[src/rtl/rr_arbiter16.sv]
// Sixteen-requester round-robin arbiter with grant locking and an optional hold-time limit.
// The grant index comes from a one-hot encoder fed by the registered grant.

module encoder16to4 (
    input  logic [15:0] i_onehot,
    output logic [3:0]  o_idx
);
    logic [15:0] w_terms [4];

    // Index bit gi is the OR of every one-hot bit whose position has bit gi set.
    for (genvar gi = 0; gi < 4; gi++) begin : g_bit
        for (genvar gj = 0; gj < 16; gj++) begin : g_term
            if (((gj >> gi) & 1) == 1) begin : g_on
                assign w_terms[gi][gj] = i_onehot[gj];
            end else begin : g_off
                assign w_terms[gi][gj] = 1'b0;
            end
        end
        assign o_idx[gi] = |w_terms[gi];
    end
endmodule

module rr_arbiter16 #(
    parameter int unsigned HOLD_MAX = 16
) (
    input  logic        clk,
    input  logic        reset_n,
    input  logic [15:0] req,
    output logic [15:0] gnt,
    output logic [3:0]  gnt_idx,
    output logic        gnt_valid,
    output logic        gnt_expired
);
    typedef enum logic {
        S_IDLE  = 1'b0,
        S_GRANT = 1'b1
    } state_t;

    localparam logic [8:0] HOLD_M1 = (HOLD_MAX == 0) ? 9'd0 : 9'(HOLD_MAX - 1);

    state_t      r_state, w_state_next;
    logic [3:0]  r_ptr, w_ptr_next;
    logic [7:0]  r_hcnt, w_hcnt_next;
    logic [15:0] r_gnt, w_gnt_next;
    logic        r_valid, w_valid_next;
    logic        r_expired, w_expired_next;

    logic [31:0] w_req_dbl;
    logic [15:0] w_req_rot;
    logic [3:0]  w_off;
    logic [3:0]  w_win;
    logic [15:0] w_win_oh;
    logic        w_hold_req;
    logic        w_others;
    logic        w_limit;

    // Rotate so the pointer position sits at bit 0; the lowest set bit is the winner offset.
    assign w_req_dbl = {req, req};
    assign w_req_rot = w_req_dbl[r_ptr +: 16];

    always_comb begin
        w_off = 4'd0;
        for (int i = 15; i >= 0; i--) begin
            if (w_req_rot[i]) begin
                w_off = 4'(i);
            end
        end
    end

    assign w_win      = r_ptr + w_off;
    assign w_win_oh   = 16'd1 << w_win;
    assign w_hold_req = |(req & r_gnt);
    assign w_others   = |(req & ~r_gnt);
    assign w_limit    = (HOLD_MAX != 0) && ({1'b0, r_hcnt} >= HOLD_M1);

    always_comb begin
        w_state_next   = r_state;
        w_ptr_next     = r_ptr;
        w_hcnt_next    = r_hcnt;
        w_gnt_next     = r_gnt;
        w_valid_next   = r_valid;
        w_expired_next = 1'b0;
        case (r_state)
            S_IDLE: begin
                w_gnt_next   = 16'd0;
                w_valid_next = 1'b0;
                if (|req) begin
                    w_gnt_next   = w_win_oh;
                    w_valid_next = 1'b1;
                    w_ptr_next   = w_win + 4'd1;
                    w_hcnt_next  = 8'd0;
                    w_state_next = S_GRANT;
                end
            end
            S_GRANT: begin
                if (r_hcnt != 8'hFF) begin
                    w_hcnt_next = r_hcnt + 8'd1;
                end
                // Normal release takes precedence over the hold limit.
                if (!w_hold_req) begin
                    w_gnt_next   = 16'd0;
                    w_valid_next = 1'b0;
                    w_state_next = S_IDLE;
                end else if (w_limit && w_others) begin
                    w_gnt_next     = 16'd0;
                    w_valid_next   = 1'b0;
                    w_expired_next = 1'b1;
                    w_state_next   = S_IDLE;
                end
            end
            default: begin
                w_gnt_next   = 16'd0;
                w_valid_next = 1'b0;
                w_state_next = S_IDLE;
            end
        endcase
    end

    always_ff @(posedge clk or negedge reset_n) begin
        if (!reset_n) begin
            r_state   <= S_IDLE;
            r_ptr     <= 4'd0;
            r_hcnt    <= 8'd0;
            r_gnt     <= 16'd0;
            r_valid   <= 1'b0;
            r_expired <= 1'b0;
        end else begin
            r_state   <= w_state_next;
            r_ptr     <= w_ptr_next;
            r_hcnt    <= w_hcnt_next;
            r_gnt     <= w_gnt_next;
            r_valid   <= w_valid_next;
            r_expired <= w_expired_next;
        end
    end

    encoder16to4 u_enc (
        .i_onehot (r_gnt),
        .o_idx    (gnt_idx)
    );

    assign gnt         = r_gnt;
    assign gnt_valid   = r_valid;
    assign gnt_expired = r_expired;
endmodule
[config.mk]
export PLATFORM = sky130hd
export DESIGN_NAME = rr_arbiter16
export DESIGN_NICKNAME = d
export VERILOG_FILES = /design/src/rtl/rr_arbiter16.sv
export SDC_FILE = /design/constraint.sdc
export NUM_CORES = 1
export LEC_CHECK = 0
export ABC_CLOCK_PERIOD_IN_PS = 5100
export BUFFER_PORTS_ARGS = -buffer_cell sky130_fd_sc_hd__buf_2
export CORE_AREA = 2 2 112 114
export DETAILED_ROUTE_END_ITERATION = 10
export DIE_AREA = 0 0 114 116
export PLACE_DENSITY = 0.5
export SLEW_MARGIN = 20
export SYNTH_ARGS = -nofsm -noshare
export SYNTH_HDL_FRONTEND = slang
export SYNTH_SLANG_ARGS = --single-unit
[constraint.sdc]
create_clock -name clk -period 5.1 [get_ports clk]
set_clock_uncertainty 0.2 [all_clocks]
set_input_delay 0.255 -clock clk [delete_from_list [all_inputs] [get_ports clk]]
set_output_delay 0.255 -clock clk [all_outputs]
set_load 0.01 [all_outputs]
==> results.sh, run 1 <==
export IMPL_status="complete, no violations"
export IMPL_r2r_setup_slack_ps=490
export IMPL_dp_hpwl_mm=7.02
export IMPL_cts_hold_buffers=1
export IMPL_synth_top_area_cell="dfrtp_1"
export IMPL_dpl_cell_area_um2=3300
export IMPL_finalNetCount=382
export IMPL_dr_total_vias=2752
export IMPL_die_y_um=116
export IMPL_p_int_w=0.00139
export IMPL_cp_required_ps=5060
export IMPL_routabilityCongestion=0.830
export IMPL_portBuffers=39
export IMPL_antenna_found_initial=0
export IMPL_syn_area_um2=2930
export IMPL_met2_usage_pct=22.7
export IMPL_crit_slowest_cell="mux4_2"
export IMPL_clock_latency_ps=270
export IMPL_nFillCells=1273
export IMPL_syn_num_nets=342
export IMPL_clockPowerShare_pct=12.5
export IMPL_fin_crit_sh_pct=90.3
export IMPL_worstPathCellList="buf_4 > mux4_2 > mux2_2 > nor3_1 > nor2_1 > a311oi_1 > o21ai_0 > o31ai_1 > ha_1 > fa_1 > xor2_1 > nand3_1 > xor2_1 > xnor2_1 > mux2_2"
export IMPL_via_per_inst=5.48
export IMPL_grt_pass1_vias=2683
export IMPL_postRouteAntennaNets=0
export IMPL_relSlewSlack_pct=50.7
export IMPL_dr_pass1_iters=4
export IMPL_htreeDepth=2
export IMPL_grt_pass1_wl_mm=14.7
export IMPL_setup_worst_path_start_class="flip-flop"
export IMPL_p_sw_w=0.00139
export IMPL_hold_viol_final=0
export IMPL_numCtsBuffers=5
export IMPL_power_density_nw_per_um2=797
export IMPL_synth_top_area_share_pct=26.5
export IMPL_numClockSinks=31
export IMPL_worstPathArrival_ps=4560
export IMPL_crit_family="multiplexers"
export IMPL_final_cell_area_um2=3490
export IMPL_drv_slew=0
export IMPL_cts_resized=0
export IMPL_use_met1_pct=19.6
export IMPL_synth_main_ff_cell="dfrtp_1"
export IMPL_dieWidth_um=114
export IMPL_dieArea_um2=13200
export IMPL_clk_path_buf_depth=2
export IMPL_track_usage_pct=14.1
export IMPL_ys_top_cells_by_area="dfrtp_1 26%, mux4_2 18%, ha_1 3.8%"
export IMPL_crit_type="flip-flop to flip-flop"
export IMPL_rsz0062_at_grt="no"
export IMPL_synth_edf_count=0
export IMPL_layout_min_cycle_time_ps=4610
export IMPL_io_pins=40
export IMPL_route_detailed_drc=0
export IMPL_met3_usage_pct=3.09
export IMPL_yosys_warnings=0
export IMPL_power_switching_share_pct=50.0
export IMPL_ir_worst_vdd_v=0.000294
export IMPL_cts_root_buffer="clkbuf_16"
export IMPL_setup_tns_ps=0
export IMPL_n_antenna_cell=0
export IMPL_slowest_delay_ps=600
export IMPL_synthCells=314
export IMPL_worstMarginPinSlew_ps=736
export IMPL_ys_async_sr_fraction_pct=100
export IMPL_post_cts_buffers=0
export IMPL_setup_viol=0
export IMPL_clkTransAtPathRegs_ps=50
export IMPL_drive_above_1_share_pct=25.6
export IMPL_leakage_nw=1.48
export IMPL_grt_max_degree=32
export IMPL_num_rows=40
export IMPL_wl_per_cell_um=18.4
export IMPL_max_freq_mhz=217
export IMPL_critPathBufInv=1
export IMPL_pwr_share_comb_pct=70.7
export IMPL_core_area_um2=11900
export IMPL_grt_overflow=0
export IMPL_cp_end_kind="flip-flop"
export IMPL_avgSynthCellArea_um2=9.34
export IMPL_maxCapViolCount=0
export IMPL_p_seq_share_pct=16.9
export IMPL_area_delta_synth_final_pct=18.9
export IMPL_crit_path_max_fanout=13
export IMPL_ys_seq_area_share_pct=26.5
export IMPL_yosysUniqueCellTypes=53
export IMPL_cts_tree="done"
export IMPL_wl_mm=9.23
export IMPL_drtIter0Drc=275
export IMPL_synth_seq_cells=31
export IMPL_hold_path_class="flip-flop to flip-flop"
export IMPL_initial_utilization_pct=24.6
export IMPL_gr_max_usage_layer="met2"
## final timing paths
check / start / endpoint / cells after the start
setup / recovery: r_ptr[1]$_DFFE_PN0P_ / r_ptr[3]$_DFFE_PN0P_ / 15
hold / removal: gnt_valid$_DFFE_PN0P_ / gnt_valid$_DFFE_PN0P_ / 1
setup reg to reg: r_ptr[1]$_DFFE_PN0P_ / r_ptr[3]$_DFFE_PN0P_ / 15
hold reg to reg: gnt_valid$_DFFE_PN0P_ / gnt_valid$_DFFE_PN0P_ / 1
max in group asynchronous: reset_n / gnt[5]$_DFFE_PN0P_ / 2
min in group asynchronous: reset_n / r_hcnt[1]$_DFFE_PN0P_ / 2
## cells in the final DEF (no fill, tap or decap), drive strengths merged, types with 7 or more instances in the layout
master / netlist / final
mux4: 23 / 23
nor4: 9 / 9
nand2: 28 / 28
o22ai: 7 / 7
nor2b: 7 / 7
o21ai: 19 / 19
inv: 23 / 23
a21oi: 13 / 13
o2bb2ai: 10 / 10
buf: 7 / 47
nor3: 12 / 12
mux2: 7 / 7
ha: 9 / 9
dfrtp: 31 / 31
nand3: 12 / 12
nor2: 21 / 21
## power groups by stage
| stage | clock network, W | logic (W) | registers (W) |
|---|---|---|---|
| floorplan | 0 | 0.00146 | 0.000416 |
| global placement | 0 | 0.00196 | 0.000467 |
| detailed placement | 0 | 0.00195 | 0.000470 |
| CTS | 0.000353 | 0.00197 | 0.000466 |
| global route | 0.000364 | 0.00217 | 0.000483 |
| finish | 0.000347 | 0.00196 | 0.000468 |
## per-stage QoR
step	setup WS [ps]	utilization, %	power, W	instances	hold slack, ps
2_1_floorplan	912	-	0.00188	314	-241
3_3_place_gp	560	27.7	0.00242	493	164
3_5_place_dp	499	27.7	0.00242	493	157
4_1_cts	463	29.3	0.00279	502	278
5_1_grt	127	29.3	0.00302	502	295
6_report	493	29.3	0.00278	502	272
## sequential cells by signal, indices dropped and copies added, names as in the netlist
name / count
r_hcnt: 8
r_state: 1
r_ptr: 4
gnt_valid: 1
gnt_expired: 1
gnt: 16
## cells in the mapped netlist (2+ instances only)
master     number
xor2_1          3
a21o_1          3
ha_1            9
or4_1           3
xnor2_1         5
o22ai_1         7
o2bb2ai_1      10
and2_1          4
o31ai_1         4
nor2b_1         7
dfrtp_1        31
nand2b_1        2
o21ai_0        19
mux4_2         23
a32o_1          6
nor3_1         12
nor2_1         21
mux2i_1         5
clkbuf_1        8
nand4_1         4
nor4_1          9
nand3_1        12
nand2_1        28
a22oi_1         6
a21oi_1        13
o21bai_1        3
buf_1           2
buf_2           3
inv_1          22
mux2_2          6
a311oi_1        2
## cells by family after synthesis
logic type                 share of synthesized area [%]
AOI/OAI and AO/OA                                   20.6
xor gates and xnor gates                            2.95
adders and majority gates                           4.52
buffers and inverters                               5.51
DFF                                                 26.5
muxes                                               22.5
and+or+nand+nor                                     17.4
## worst register-to-register path, stage by stage (launching register included)
cell and delay, ps:
dfrtp_1 480, buf_4 290, mux4_2 600, mux2_2 300, nor3_1 360, nor2_1 100, a311oi_1 200, o21ai_0 120
o31ai_1 310, ha_1 240, fa_1 190, xor2_1 330, nand3_1 150, xor2_1 170, xnor2_1 140, mux2_2 290
## area by class of cell
class	count	area (um2)	area share, %
multi-input combinational	244	2000	57.3
clock buffer	6	139	3.98
timing repair buffer	48	265	7.61
inverter	24	90.1	2.58
sequential	31	776	22.3
clock inverter	2	35.0	1.01
tap	147	184	5.28
## metal layers
metal  wire length, um  vias to the layer above
met2              4320                      115
met5                 0                        -
met1              4170                     1345
li1                  -                     1284
met3               668                        8
met4                70                        0
Power figures use the tool's default switching activity.
==> inputs of run 2 (changes only) <==
- PLACE_DENSITY: 0.5 -> 0.49
- SYNTH_HIERARCHICAL: unset -> 1
==> results.sh, run 2 <==
export IMPL_wl_per_cell_um=17.6
export IMPL_fin_crit_sh_pct=92.7
export IMPL_relSlewSlack_pct=50.6
export IMPL_ys_async_sr_fraction_pct=100
export IMPL_cp_end_kind="flip-flop"
export IMPL_leakage_nw=1.48
export IMPL_yosys_warnings=6
export IMPL_p_int_w=0.00136
export IMPL_core_area_um2=11900
export IMPL_grt_overflow=0
export IMPL_cts_resized=0
export IMPL_crit_type="flip-flop to flip-flop"
export IMPL_via_per_inst=5.49
export IMPL_largest_register_ffs=16
export IMPL_synth_top_area_share_pct=26.5
export IMPL_ir_worst_vdd_v=0.000469
export IMPL_num_rows=40
export IMPL_critPathBufInv=0
export IMPL_rsz0062_at_grt="no"
export IMPL_worstPathCellList="mux4_2 > mux2i_1 > nor2b_1 > a21boi_0 > o21ai_0 > o221ai_1 > a311oi_1 > ha_1 > a21o_1 > a21oi_1 > xnor2_1 > xnor2_1 > a32o_1"
export IMPL_portBuffers=39
export IMPL_numClockSinks=31
export IMPL_p_seq_share_pct=15.2
export IMPL_route_detailed_drc=0
export IMPL_setup_tns_ps=0
export IMPL_routabilityCongestion=0.828
export IMPL_post_place_cells=492
export IMPL_syn_area_um2=2920
export IMPL_yosysMostFrequentCell="nand2_1"
export IMPL_layoutNonFillerInstCount=501
export IMPL_worstPathArrival_ps=4730
export IMPL_dp_hpwl_mm=6.70
export IMPL_clock_latency_ps=270
export IMPL_synth_commonest_cells="35 x nand2_1, 31 x dfrtp_1, 19 x nor2_1"
export IMPL_ys_seq_area_share_pct=26.5
export IMPL_syn_num_nets=339
export IMPL_ys_top_cells_by_area="dfrtp_1 27%, mux4_2 13%, nand2_1 4.5%"
export IMPL_dieArea_um2=13200
export IMPL_finalNetCount=381
export IMPL_utilization_pct=29.2
export IMPL_synth_top_area_cell="dfrtp_1"
export IMPL_grt_max_degree=32
export IMPL_synth_main_ff_cell="dfrtp_1"
export IMPL_setup_viol=0
export IMPL_dieWidth_um=114
export IMPL_setup_worst_path_start_class="flip-flop"
export IMPL_wl_mm=8.80
export IMPL_postRouteAntennaNets=0
export IMPL_yosysUniqueCellTypes=58
export IMPL_cp_required_ps=5110
export IMPL_crit_slowest_cell="dfrtp_1"
export IMPL_drv_slew=0
export IMPL_final_cell_mix="39 x buf_2, 35 x nand2_1, 31 x dfrtp_1"
export IMPL_die_y_um=116
export IMPL_preCtsSetupSlack_ps=425
export IMPL_power_w=0.00270
export IMPL_slowest_delay_ps=780
export IMPL_track_usage_pct=13.8
export IMPL_power_switching_share_pct=49.6
export IMPL_worstMarginPinSlew_ps=736
export IMPL_n_antenna_cell=0
export IMPL_crit_family="compound AO/OA/AOI/OAI gates"
export IMPL_grt_pass1_vias=2747
export IMPL_setup_slack_ps=373
export IMPL_htreeDepth=2
export IMPL_grt_pass1_wl_mm=14.5
export IMPL_synth_edf_count=0
export IMPL_io_pins=40
export IMPL_cts_tree="done"
export IMPL_cp_common_cell="xnor2_1"
export IMPL_dr_pass1_iters=4
export IMPL_power_density_nw_per_um2=776
export IMPL_hold_path_class="flip-flop to flip-flop"
export IMPL_clockPowerShare_pct=11.5
export IMPL_status="complete, no violations"
export IMPL_synthCells=311
export IMPL_max_freq_mhz=212
export IMPL_avgSynthCellArea_um2=9.40
export IMPL_clk_path_buf_depth=2
export IMPL_layout_min_cycle_time_ps=4730
export IMPL_nFillCells=1268
export IMPL_clkTransAtPathRegs_ps=50
export IMPL_drtIter0Drc=128
export IMPL_drive_above_1_share_pct=25.7
export IMPL_maxCapViolCount=0
export IMPL_area_delta_synth_final_pct=19.0
export IMPL_numCtsBuffers=5
export IMPL_synth_seq_cells=31
export IMPL_cts_root_buffer="clkbuf_16"
export IMPL_layout_commonest_cell="buf_2"
export IMPL_antenna_found_initial=0
export IMPL_crit_path_max_fanout=18
export IMPL_p_sw_w=0.00134
export IMPL_pwr_share_comb_pct=73.3
export IMPL_hold_viol_final=0
export IMPL_dr_total_vias=2749
export IMPL_initial_utilization_pct=24.5
## run 2: cell types whose count changed after synthesis, sizes merged, moves of 5 or more
cell / delta
a2111oi: +5
a32o: +6
inv: -12
mux2i: +6
mux4: -6
nand2: +7
nand3: -6
nor2b: +11
nor3: -10
o22ai: -6
o2bb2ai: -10
## run 2: worst paths after layout
kind,start,to,slack [ps],cells past startpoint
setup / recovery,r_ptr[3]$_DFFE_PN0P_,gnt[0]$_DFFE_PN0P_,370,13
hold / removal,gnt_valid$_DFFE_PN0P_,gnt_valid$_DFFE_PN0P_,270,1
setup reg to reg,r_ptr[3]$_DFFE_PN0P_,gnt[0]$_DFFE_PN0P_,370,13
hold reg to reg,gnt_valid$_DFFE_PN0P_,gnt_valid$_DFFE_PN0P_,270,1
max in group asynchronous,reset_n,gnt[5]$_DFFE_PN0P_,3870,2
min in group asynchronous,reset_n,r_hcnt[3]$_DFFE_PN0P_,360,2
## run 2: logic make-up after synthesis
family / Yosys count / share of synthesized area, %
buf+inv: 27 / 3.68
flops: 31 / 26.5
compound gates: 86 / 22.1
mux: 39 / 21.1
simple gates: 112 / 19.5
fa+ha+maj: 10 / 4.54
xor+xnor: 6 / 2.57
## run 2: what timing repair did
item | in CTS | in global routing
buffers inserted | 0 | 0
hold buffers | 1 | 0
hold endpoints to repair | 31 | 0
## run 2: final cells by class
cell class | instances | area (um2) | area share, %
timing repair buffer | 49 | 273 | 7.84
inverter | 13 | 48.8 | 1.40
sequential | 31 | 776 | 22.3
clock buffer | 8 | 156 | 4.49
multi-input combinational | 253 | 2040 | 58.7
tap | 147 | 184 | 5.28
## run 2: per-stage QoR
stage | instance area [um2] | hold WS [ps]
floorplan | 2920 | -241
global placement | 3310 | 140
detailed placement | 3310 | 146
CTS | 3480 | 278
global route | 3480 | 300
finish | 3480 | 272
## run 2: routing by layer
layer / share of wire (%) / routed length [um] / vias up / track usage [%]
met5: 0 / 0 / - / 0
met4: 0.90 / 79 / 0 / 3.82
met3: 4.4 / 389 / 7 / 1.36
met2: 48 / 4260 / 66 / 23.2
met1: 46 / 4080 / 1384 / 19.0
li1: - / - / 1292 / -
## run 2: power by group through the flow
stage | sequential, W | clock (W) | combinational [W]
after global routing | 0.000423 | 0.000324 | 0.00220
after detailed placement | 0.000417 | 0 | 0.00197
after floorplan | 0.000383 | 0 | 0.00146
after global placement | 0.000414 | 0 | 0.00197
final | 0.000411 | 0.000310 | 0.00198
after CTS | 0.000413 | 0.000314 | 0.00199
==> inputs of run 3 (changes only) <==
- REMOVE_ABC_BUFFERS: unset -> 1
==> results.sh, run 3 (synthesized netlist as in run 2, its figures left out) <==
export IMPL_leakage_nw=1.49
export IMPL_crit_path_max_fanout=11
export IMPL_layout_min_cycle_time_ps=4610
export IMPL_power_density_nw_per_um2=775
export IMPL_setup_worst_path_start_class="flip-flop"
export IMPL_wl_met2_mm=4.33
export IMPL_dr_pass1_iters=4
export IMPL_drv_slew=0
export IMPL_num_rows=40
export IMPL_antenna_found_initial=0
export IMPL_worstPathArrival_ps=4620
export IMPL_htreeDepth=2
export IMPL_setup_viol=0
export IMPL_worstPathCellList="buf_4 > mux4_2 > mux2_2 > or2_2 > a21oi_1 > nor2_1 > o221ai_1 > a311oi_1 > buf_4 > ha_1 > a21o_1 > a21oi_1 > xnor2_1 > xnor2_1 > a32o_1"
export IMPL_grt_pass1_wl_mm=15.0
export IMPL_numClockSinks=31
export IMPL_hold_path_class="flip-flop to flip-flop"
export IMPL_clock_latency_ps=280
export IMPL_layoutNonFillerInstCount=500
export IMPL_finalNetCount=380
export IMPL_fin_crit_sh_pct=90.4
export IMPL_initial_utilization_pct=24.5
export IMPL_rsz0062_at_grt="no"
export IMPL_crit_slowest_cell="dfrtp_1"
export IMPL_largest_register_ffs=16
export IMPL_slowest_delay_ps=640
export IMPL_ir_worst_vdd_v=0.000317
export IMPL_power_w=0.00271
export IMPL_dr_total_vias=2811
export IMPL_cts_tree="done"
export IMPL_cts_resized=0
export IMPL_route_detailed_drc=0
export IMPL_critPathBufInv=2
export IMPL_numCtsBuffers=5
export IMPL_crit_type="flip-flop to flip-flop"
export IMPL_worstMarginPinSlew_ps=719
export IMPL_utilization_pct=29.3
export IMPL_relSlewSlack_pct=52.0
export IMPL_dieWidth_um=114
export IMPL_portBuffers=39
export IMPL_area_delta_synth_final_pct=19.4
export IMPL_dp_hpwl_mm=6.80
export IMPL_met3_length_um=567
export IMPL_setup_tns_ps=0
export IMPL_multiInputGateArea_um2=2040
export IMPL_core_area_um2=11900
export IMPL_routabilityCongestion=0.867
export IMPL_drtIter0Drc=253
export IMPL_n_antenna_cell=0
export IMPL_cp_end_kind="flip-flop"
export IMPL_grt_pass1_vias=2749
export IMPL_hold_viol_final=0
export IMPL_grt_overflow=0
export IMPL_die_y_um=116
export IMPL_crit_family="compound AO/OA/AOI/OAI gates"
export IMPL_dieArea_um2=13200
export IMPL_drt_met1_wl_mm=4.31
export IMPL_status="complete, no violations"
export IMPL_maxCapViolCount=0
export IMPL_clkTransAtPathRegs_ps=60
export IMPL_max_freq_mhz=217
export IMPL_grt_max_degree=32
export IMPL_clk_path_buf_depth=2
export IMPL_setup_slack_ps=491
export IMPL_final_cell_mix="39 x buf_2, 35 x nand2_1, 31 x dfrtp_1"
export IMPL_drive_above_1_share_pct=25.8
export IMPL_io_pins=40
export IMPL_seqCellArea_um2=776
export IMPL_layout_commonest_cell="buf_2"
export IMPL_cts_root_buffer="clkbuf_16"
export IMPL_top_layer_used="met4"
export IMPL_nFillCells=1260
export IMPL_preCtsSetupSlack_ps=540
export IMPL_wl_mm=9.32
export IMPL_via_per_inst=5.62
export IMPL_postRouteAntennaNets=0
export IMPL_wl_per_cell_um=18.6
export IMPL_post_place_cells=491
export IMPL_track_usage_pct=14.3
export IMPL_cp_required_ps=5110
## run 3: cell count changes in the layout (fill, tap and decap cells not counted)
cell       change
buf_4          -1
bufinv_16      +1
clkbuf_1       -1
clkbuf_8       -1
clkinv_2       +1
## run 3: cell type report
class,count,area share (%)
clock buffers,6,3.98
flip-flops and latches,31,22.2
multi-input cells,253,58.5
inverters,13,1.40
well taps,147,5.27
clock inverters,2,1.00
repair buffers,48,7.60
## run 3: timing repair
item                                    4_1_cts  5_1_grt
endpoints found under the setup margin        0        0
setup buffers                                 0        0
endpoints found under the hold margin        31        0
hold buffers                                  1        0
## run 3: power by group
group | switching (W) | internal (W) | total [W]
sequential | 0.000102 | 0.000313 | 0.000415
combinational | 0.00112 | 0.000823 | 0.00194
clock | 0.000105 | 0.000242 | 0.000348
total | 0.00133 | 0.00138 | 0.00271
## run 3: worst paths after layout
path	start	end	slack [ps]	cells after the start
min in group asynchronous	reset_n	r_hcnt[0]$_DFFE_PN0P_	370	2
max	r_ptr[1]$_DFFE_PN0P_	gnt[0]$_DFFE_PN0P_	490	15
max reg2reg	r_ptr[1]$_DFFE_PN0P_	gnt[0]$_DFFE_PN0P_	490	15
max in group asynchronous	reset_n	gnt[13]$_DFFE_PN0P_	3870	2
min reg2reg	gnt_valid$_DFFE_PN0P_	gnt_valid$_DFFE_PN0P_	300	1
min	gnt_valid$_DFFE_PN0P_	gnt_valid$_DFFE_PN0P_	300	1
## run 3: through the flow
step / area [um2] / hold WS [ps]
global placement: 3300 / 144
finish: 3490 / 300
detailed placement: 3300 / 153
CTS: 3490 / 298
floorplan: 2870 / -241
global route: 3490 / 338
## run 3: worst register-to-register path, cell delays in order, from the launching register on
cell and delay, ps:
dfrtp_1 640, buf_4 290, mux4_2 570, mux2_2 290
or2_2 270, a21oi_1 130, nor2_1 60, o221ai_1 160
a311oi_1 130, buf_4 170, ha_1 260, a21o_1 150
a21oi_1 160, xnor2_1 180, xnor2_1 610, a32o_1 270
## run 3: routing by layer
metal	up-vias	GRT usage (%)
li1	1287	-
met1	1417	19.9
met2	95	22.7
met3	12	3.09
met4	0	3.98
met5	-	0
